==> src/rtl/piso_pkg.sv <==
// Shared types and helpers for the LSB-first PISO serializer.
// Optional parity cycle is enabled by defining PISO_PARITY_EN.
package piso_pkg;

    localparam int unsigned PISO_DEFAULT_WIDTH = 8;

    typedef enum logic [0:0] {
        IDLE  = 1'b0,
        SHIFT = 1'b1
    } piso_state_e;

    // Bits needed to count 0..n_values-1, never less than one.
    function automatic int unsigned piso_cnt_width(input int unsigned n_values);
        return (n_values <= 2) ? 1 : $clog2(n_values);
    endfunction

endpackage

==> src/rtl/piso_bit_counter.sv <==
// Bit-position counter for the serializer: clear on (re)load, advance per
// emitted bit, saturate at TERMINAL and flag it.
module piso_bit_counter
    import piso_pkg::*;
#(
    parameter int unsigned TERMINAL = 7,
    parameter int unsigned CW       = piso_cnt_width(TERMINAL + 1)
) (
    input  logic          clk,
    input  logic          reset,
    input  logic          clear,
    input  logic          advance,
    output logic [CW-1:0] count_next,
    output logic          at_terminal
);

    localparam logic [CW-1:0] TERM_VAL = CW'(TERMINAL);

    logic [CW-1:0] count_q;
    logic [CW-1:0] count_d;

    assign at_terminal = (count_q == TERM_VAL);
    assign count_next  = count_d;

    always_comb begin
        count_d = count_q;
        if (clear) begin
            count_d = '0;
        end else if (advance && !at_terminal) begin
            count_d = count_q + CW'(1);
        end
    end

    always_ff @(posedge clk) begin
        if (!reset) begin
            count_q <= '0;
        end else begin
            count_q <= count_d;
        end
    end

endmodule

==> src/rtl/piso_lsb_serializer.sv <==
// Parallel-in serial-out stage, LSB first, with valid/ready load and stall.
// Define PISO_PARITY_EN to append an even-parity bit after the MSB.
module piso_lsb_serializer
    import piso_pkg::*;
#(
    parameter int unsigned WIDTH = PISO_DEFAULT_WIDTH
) (
    input  logic             clk,
    input  logic             reset,
    input  logic             load_valid,
    input  logic [WIDTH-1:0] load_data,
    output logic             load_ready,
    input  logic             ser_en,
    output logic             ser_out,
    output logic             ser_valid,
    output logic             frame_start,
    output logic             frame_last,
    output logic             busy
);

`ifdef PISO_PARITY_EN
    localparam int unsigned LAST_IDX = WIDTH;
`else
    localparam int unsigned LAST_IDX = WIDTH - 1;
`endif
    localparam int unsigned   CW       = piso_cnt_width(LAST_IDX + 1);
    localparam logic [CW-1:0] LAST_VAL = CW'(LAST_IDX);

    piso_state_e      state_q;
    piso_state_e      state_d;
    logic [WIDTH-1:0] sreg_q;
    logic [WIDTH-1:0] sreg_d;
    logic             ser_out_q;
    logic             ser_out_d;
    logic             ser_valid_q;
    logic             ser_valid_d;
    logic             frame_start_q;
    logic             frame_start_d;
    logic             frame_last_q;
    logic             frame_last_d;
    logic             load_ready_c;
    logic             load_xfer;
    logic             cnt_clear;
    logic             cnt_adv;
    logic [CW-1:0]    cnt_next;
    logic             cnt_at_last;
`ifdef PISO_PARITY_EN
    logic             parity_q;
    logic             parity_d;
`endif

    piso_bit_counter #(
        .TERMINAL (LAST_IDX),
        .CW       (CW)
    ) u_bit_counter (
        .clk         (clk),
        .reset       (reset),
        .clear       (cnt_clear),
        .advance     (cnt_adv),
        .count_next  (cnt_next),
        .at_terminal (cnt_at_last)
    );

    always_comb begin
        load_ready_c = 1'b0;
        if (reset) begin
            case (state_q)
                IDLE:    load_ready_c = 1'b1;
                SHIFT:   load_ready_c = cnt_at_last && ser_en;
                default: load_ready_c = 1'b0;
            endcase
        end
    end

    assign load_ready = load_ready_c;
    assign load_xfer  = load_valid && load_ready_c;

    always_comb begin
        state_d   = state_q;
        sreg_d    = sreg_q;
        cnt_clear = 1'b0;
        cnt_adv   = 1'b0;
        case (state_q)
            IDLE: begin
                if (load_xfer) begin
                    state_d   = SHIFT;
                    sreg_d    = load_data;
                    cnt_clear = 1'b1;
                end
            end
            SHIFT: begin
                if (ser_en) begin
                    if (!cnt_at_last) begin
                        sreg_d  = sreg_q >> 1;
                        cnt_adv = 1'b1;
                    end else if (load_xfer) begin
                        sreg_d    = load_data;
                        cnt_clear = 1'b1;
                    end else begin
                        state_d = IDLE;
                    end
                end
            end
            default: state_d = IDLE;
        endcase
    end

`ifdef PISO_PARITY_EN
    assign parity_d = load_xfer ? ^load_data : parity_q;
`endif

    // Outputs are registered from next-state values so they line up with the
    // bit position the counter will hold after this edge.
    always_comb begin
        ser_valid_d   = (state_d == SHIFT);
        ser_out_d     = 1'b0;
        frame_start_d = 1'b0;
        frame_last_d  = 1'b0;
        if (state_d == SHIFT) begin
            ser_out_d = sreg_d[0];
`ifdef PISO_PARITY_EN
            if (cnt_next == LAST_VAL) begin
                ser_out_d = parity_d;
            end
`endif
            frame_start_d = (cnt_next == '0);
            frame_last_d  = (cnt_next == LAST_VAL);
        end
    end

    always_ff @(posedge clk) begin
        if (!reset) begin
            state_q       <= IDLE;
            sreg_q        <= '0;
            ser_out_q     <= 1'b0;
            ser_valid_q   <= 1'b0;
            frame_start_q <= 1'b0;
            frame_last_q  <= 1'b0;
        end else begin
            state_q       <= state_d;
            sreg_q        <= sreg_d;
            ser_out_q     <= ser_out_d;
            ser_valid_q   <= ser_valid_d;
            frame_start_q <= frame_start_d;
            frame_last_q  <= frame_last_d;
        end
    end

`ifdef PISO_PARITY_EN
    always_ff @(posedge clk) begin
        if (!reset) begin
            parity_q <= 1'b0;
        end else begin
            parity_q <= parity_d;
        end
    end
`endif

    assign ser_out     = ser_out_q;
    assign ser_valid   = ser_valid_q;
    assign frame_start = frame_start_q;
    assign frame_last  = frame_last_q;
    assign busy        = (state_q == SHIFT);

endmodule

==> config.mk <==
export PLATFORM = sky130hd
export DESIGN_NAME = piso_lsb_serializer
export DESIGN_NICKNAME = d
export VERILOG_FILES = /design/src/rtl/piso_pkg.sv /design/src/rtl/piso_bit_counter.sv /design/src/rtl/piso_lsb_serializer.sv
export SDC_FILE = /design/constraint.sdc
export NUM_CORES = 1
export LEC_CHECK = 0
export CORE_MARGIN = 2
export CORE_UTILIZATION = 45
export CTS_CLUSTER_DIAMETER = 200
export DETAILED_ROUTE_END_ITERATION = 8
export GPL_TIMING_DRIVEN = 0
export HOLD_SLACK_MARGIN = 0.12
export PLACE_DENSITY = 0.75
export SYNTH_ARGS = -nofsm -noshare
export SYNTH_HDL_FRONTEND = slang
export SYNTH_SLANG_ARGS = --single-unit
==> constraint.sdc <==
create_clock -name clk -period 2.2 [get_ports clk]
set_input_delay 0.22 -clock clk [delete_from_list [all_inputs] [get_ports clk]]
set_output_delay 0.22 -clock clk [all_outputs]
set_load 0.005 [all_outputs]
# Word-level counts from Yosys, hierarchy flattened
# Index checks and enable logic that the tools add are counted.
dict set report op_classes {
  addsub 1
  n_reduce_logical 6
  bitwise_logic 1
  n_eq_ne 3
  muxes 18
}
# op n
set op_table {}
lappend op_table {{8-bit two-way mux} 3}
lappend op_table {{8-bit case mux with 2 select lines} 1}
lappend op_table {{1-bit two-way mux} 9}
lappend op_table {{3-bit == test, second input constant} 2}
lappend op_table {{3-bit two-way mux} 2}
lappend op_table {{1-bit case mux with 2 select lines} 3}
lappend op_table {{3-bit by 1-bit adder with 3-bit output, second input constant} 1}
lappend op_table {{1-bit logical AND} 3}
lappend op_table {{3-bit zero test} 1}
lappend op_table {{2-bit inequality test, second input constant} 1}
lappend op_table {{2-bit AND reduction} 1}
lappend op_table {{1-bit zero test} 1}
lappend op_table {{1-bit NOT} 1}
dict set report word_totals {
  out_inout_bits 6
  reg_bits 15
  word_cells 36
  input_bits 12
}

# Longest topological paths before layout
dict set report depth {
  word_depth 11
  depth_mapped 7
  mapped_depth_nobuf 6
}

# By module
# From an unflattened synthesis, not the netlist that was laid out.
dict set report hier_totals {
  hier_cells 68
  area_unflattened_um2 663.1
}
# mod cells_each area_each_um2 instances seq_area_each_um2
set by_module_without_submodules {}
lappend by_module_without_submodules {piso_lsb_serializer 52 506.7 1 240.2}
lappend by_module_without_submodules {piso_bit_counter 16 156.4 1 60.1}

# Worst setup path after synthesis
# OpenSTA, ideal clock, no wires.
dict set report synth_timing {
  kind {reg-to-reg}
  start {register u_bit_counter.count_q[0]}
  end {register frame_last_q (netlist: frame_last)}
  arrival_time_ns 1.496
  period_less_slack_ns 1.612
  path_stages_with_launch 8
  slack_ns 0.588
  path_buffers 1
  path_cell_list {dfxtp_1 > ha_1 > ha_1 > and3b_1 > buf_6 > mux2i_1 > nor2_1 > and3_1}
}
dict set report synth_via {
  elab_chain_cells 11
}
# item line
set synth_lines {}
lappend synth_lines {{from (decl)} piso_bit_counter.sv:19} ;# logic [CW-1:0] count_q;
lappend synth_lines {{from (signal assigned)} piso_bit_counter.sv:38} ;# count_q <= count_d;
lappend synth_lines {{3-bit == test} piso_bit_counter.sv:22} ;# assign at_terminal = (count_q == TERM_VAL);
lappend synth_lines {{1-bit logical AND} piso_lsb_serializer.sv:69} ;# SHIFT: load_ready_c = cnt_at_last && ser_en;
lappend synth_lines {{1-bit case mux with 2 select lines} piso_lsb_serializer.sv:67} ;# case (state_q)
lappend synth_lines {{1-bit two-way mux} piso_lsb_serializer.sv:66} ;# if (reset) begin
lappend synth_lines {{1-bit logical AND} piso_lsb_serializer.sv:76} ;# assign load_xfer = load_valid && load_ready_c;
lappend synth_lines {{1-bit two-way mux} {piso_lsb_serializer.sv:85, piso_lsb_serializer.sv:96}}
lappend synth_lines {{1-bit two-way mux} piso_lsb_serializer.sv:93} ;# if (!cnt_at_last) begin
lappend synth_lines {{1-bit two-way mux} piso_lsb_serializer.sv:92} ;# if (ser_en) begin
lappend synth_lines {{1-bit case mux with 2 select lines} piso_lsb_serializer.sv:83} ;# case (state_q)
lappend synth_lines {{3-bit two-way mux} piso_bit_counter.sv:27} ;# if (clear) begin
lappend synth_lines {{3-bit == test} piso_lsb_serializer.sv:127} ;# frame_last_d = (cnt_next == LAST_VAL);
lappend synth_lines {{to (signal assigned)} piso_lsb_serializer.sv:145} ;# frame_last_q <= frame_last_d;
lappend synth_lines {{to (decl)} piso_lsb_serializer.sv:39} ;# logic frame_last_q;
# Parallel ways exist; a longest one is shown, timed or not.
# A chain may end at the register's enable or synchronous reset.

# Worst setup path after layout
dict set report layout_timing {
  start {register u_bit_counter.count_q[0]}
  end {output port load_ready}
}
dict set report layout_via {
  elab_chain_cells 4
}
# item line
set layout_lines {}
lappend layout_lines {{3-bit == test} piso_bit_counter.sv:22}
lappend layout_lines {{1-bit logical AND} piso_lsb_serializer.sv:69}
lappend layout_lines {{1-bit case mux with 2 select lines} piso_lsb_serializer.sv:67}
lappend layout_lines {{1-bit two-way mux} piso_lsb_serializer.sv:66}
lappend layout_lines {{to (decl)} piso_lsb_serializer.sv:12} ;# output logic load_ready,
# No other way between the ends.

==> run_results.csv <==
group,metric,value,unit
drt,drtAntennaViolNets,0,
setup_path,slowest_delay,0.44,ns
setup_path,worstPathRequired,1.98,ns
clock_tree,numClockSinks,15,
synthesis,synth_commonest_cells,"15 x dfxtp_1, 7 x a21boi_1, 7 x a22oi_1, 7 x nand2_1, 6 x nor2_1",
sta,finalSetupViolations,0,
setup_path,critPathMaxFanout,4,
clock_tree,clkLatencyLatePin,0.27,ns
synthesis,synth.distinct_cells,24,
clock_tree,post-cts-setup-buffer-count,0,
outcome,status,"finished clean",
final_layout,multi_input_area,344,µm²
global_routing,grt_max_degree,11,
worst_hold_path,hold_path.class,"in -> reg",
synthesis,syn_area,674,µm²
clock_tree,cts_buffer_depth,2,
sta,maxSlewHeadroom,72.6,%
drt,drt-initial-drc-count,7,
global_routing,grt_pass1_vias,520,
global_routing,groute.usage.overall,15.3,%
power_and_ir_drop,finalPower,533,µW
final_layout,ff_latch_area,300,µm²
setup_path,worst_r2r_startpoint,"u_bit_counter.count_q[0]",
clock_tree,cts-root-buf,"clkbuf_4",
final_layout,syn2layout_area_growth,32.5,%
synthesis,syn_inst,72,
synthesis,ys_ff_latch,15,
synthesis,synth-edff-count,0,
synthesis,synth_flop_cell,"dfxtp_1",
drt,drc_errors,0,
global_routing,grt_overflow,0,
final_layout,final_layout_size_suffix_gt1_share,9.68,%
sta,maxSlewViolCount,0,
floorplan,die_y,42.7,µm
power_and_ir_drop,peakVddDrop,0.360,mV
clock_tree,holdBufCountCts,0,
floorplan,initial_utilization,50.0,%
synthesis,synth_area_leaders,"dfxtp_1 45%, a21boi_1 7.8%, a22oi_1 7.8%, nand2_1 3.9%, ha_1 3.7%",
sta,post-route-period-util,93.0,%
power_and_ir_drop,p_leak,0.000346,µW
place,dpl.hpwl,966,µm
sta,fin_skew,0.00179,ns
setup_path,crit_top_cell,"ha_1",
synthesis,yosysMostFrequentCell,"dfxtp_1",
setup_path,worstSetupStartpoint,"u_bit_counter.count_q[0]",
synthesis,ys_seq_area_share,44.5,%
sta,timing.fmax,0.489,GHz
sta,rsz0062_at_grt,"false",
final_layout,fin_nets,108,
floorplan,die_area,1820,µm²
setup_path,path_cells,"ha_1, ha_1, a21boi_2, nor2b_1, clkdlybuf4s50_1",
synthesis,synth-warning-count,0,
place,io_buffers,17,
sta,finalCriticalPeriod,2.05,ns
final_layout,fillers,118,
clock_tree,cts-buffers-inserted,3,
power_and_ir_drop,powerDensity,597,nW/µm²
clock_tree,clkTransAtPathRegs,0.09,ns
synthesis,synthesis.nets,86,
drt,vias,574,
global_routing,grt_pass1_wl,2.10,mm
clock_tree,cts_tree,"done",
global_routing,antenna_found_initial,0,
setup_path,cp-end-kind,"primary output",
final_layout,antenna_cells,0,
worst_hold_path,hp-start,"load_data[6]",
drt,post_drt_via_cell_ratio,5.31,
synthesis,synth_area_per_cell,9.37,µm²
sta,final_hold_viol_count,0,
setup_path,slowest_stage,"clkdlybuf4s50_1",
floorplan,coreArea,1350,µm²
setup_path,startpoint_type,"flop",
synthesis,synth_top_area_share,44.5,%
floorplan,rows,13,
clock_tree,htreeDepth,1,
run,cap_viol_max_count,0,
drt,post_drt_wl_per_cell,12.1,µm
sta,tns,0,ns
sta,worstMarginPinSlew,0.410,ns
drt,drt-pass1-iter-count,5,
synthesis,async_flop_share,0,%
clock_tree,ctsResizeCount,0,
setup_path,criticalPathCategory,"reg -> out",
floorplan,pin_count,18,
synthesis,yosys.area.top_type,"dfxtp_1",
floorplan,die_w,42.7,µm
drt,totalWireLength,1.31,mm
setup_path,arrival,1.83,ns
place,place.gp.congestion,0.695,
layout make-up:
type                    instances  share of cell area, %
inverters                       3                   1.26
well taps                      15                   2.10
multi-input cells              51                   38.5
flip-flops and latches         15                   33.6
repair buffers                 17                   19.0
clock buffers                   4                   2.94
plain buffers                   3                   2.52
stage by stage:
step           setup WS [ns]  std cells  utilization, %  hold WS (ns)  area (µm²)
2_1_floorplan          0.588         72               -         0.355         674
3_3_place_gp           0.211        104            63.9         0.484         863
3_5_place_dp           0.235        104            63.9         0.497         863
4_1_cts               0.0766        108            65.9         0.477         890
5_1_grt               0.0418        108            66.2         0.494         893
6_report               0.154        108            66.2         0.483         893
cell usage in the layout (no fill, tap or decap), drive strengths merged, types with 2 or more instances in the layout:
cell type / n
clkbuf: 5
ha: 2
inv: 3
and2: 3
a22oi: 7
nor3: 2
nand2: 7
o21ai: 2
buf: 2
a21boi: 7
nor2b: 4
nor2: 7
dfxtp: 15
mux2i: 2
clkdlybuf4s50: 17
where the power goes:
part           internal, µW  switching (µW)  total, µW
logic                  50.6            37.0       87.6
clock network          70.2            86.4        157
registers               282            6.52        289
total                   403             130        533
critical path, delay by kind of cell (launching register included):
family | cells | cell delay (ns)
simple gates | 1 | 0.07
compound gates | 1 | 0.23
buf+inv | 1 | 0.44
fa+ha+maj | 2 | 0.46
flops | 1 | 0.35
logic make-up (layout without fill, tap and decap cells):
| kind of cell | after synthesis | in the layout | share of synthesized area, % |
|---|---|---|---|
| buffers and inverters | 6 | 27 | 5.01 |
| and+or+nand+nor | 26 | 26 | 19.5 |
| DFF | 15 | 15 | 44.5 |
| adders and majority gates | 2 | 2 | 3.71 |
| muxes | 2 | 2 | 2.97 |
| AOI/OAI and AO/OA | 21 | 21 | 24.3 |
sequential cells by signal (all words and copies together) (netlist names):
signal	count
frame_last	1
u_bit_counter.count_q	3
ser_valid	1
frame_start	1
ser_out	1
sreg_q	8
per-layer routing:
layer | track usage [%] | part of all wire (%) | routed length [µm]
met2 | 27.3 | 51 | 662
met4 | 7.50 | 0.92 | 12
met3 | 2.98 | 4.0 | 52
met1 | 17.1 | 44 | 578
met5 | 0 | 0 | 0
worst paths after layout:
kind / endpoint / slack (ns) / depth (start not counted)
max: load_ready / 0.15 / 5
min reg2reg: ser_out / 0.51 / 2
max reg2reg: frame_last / 0.39 / 7
min: sreg_q[6] / 0.48 / 3
No activity file was read; power rests on OpenSTA's default activity.
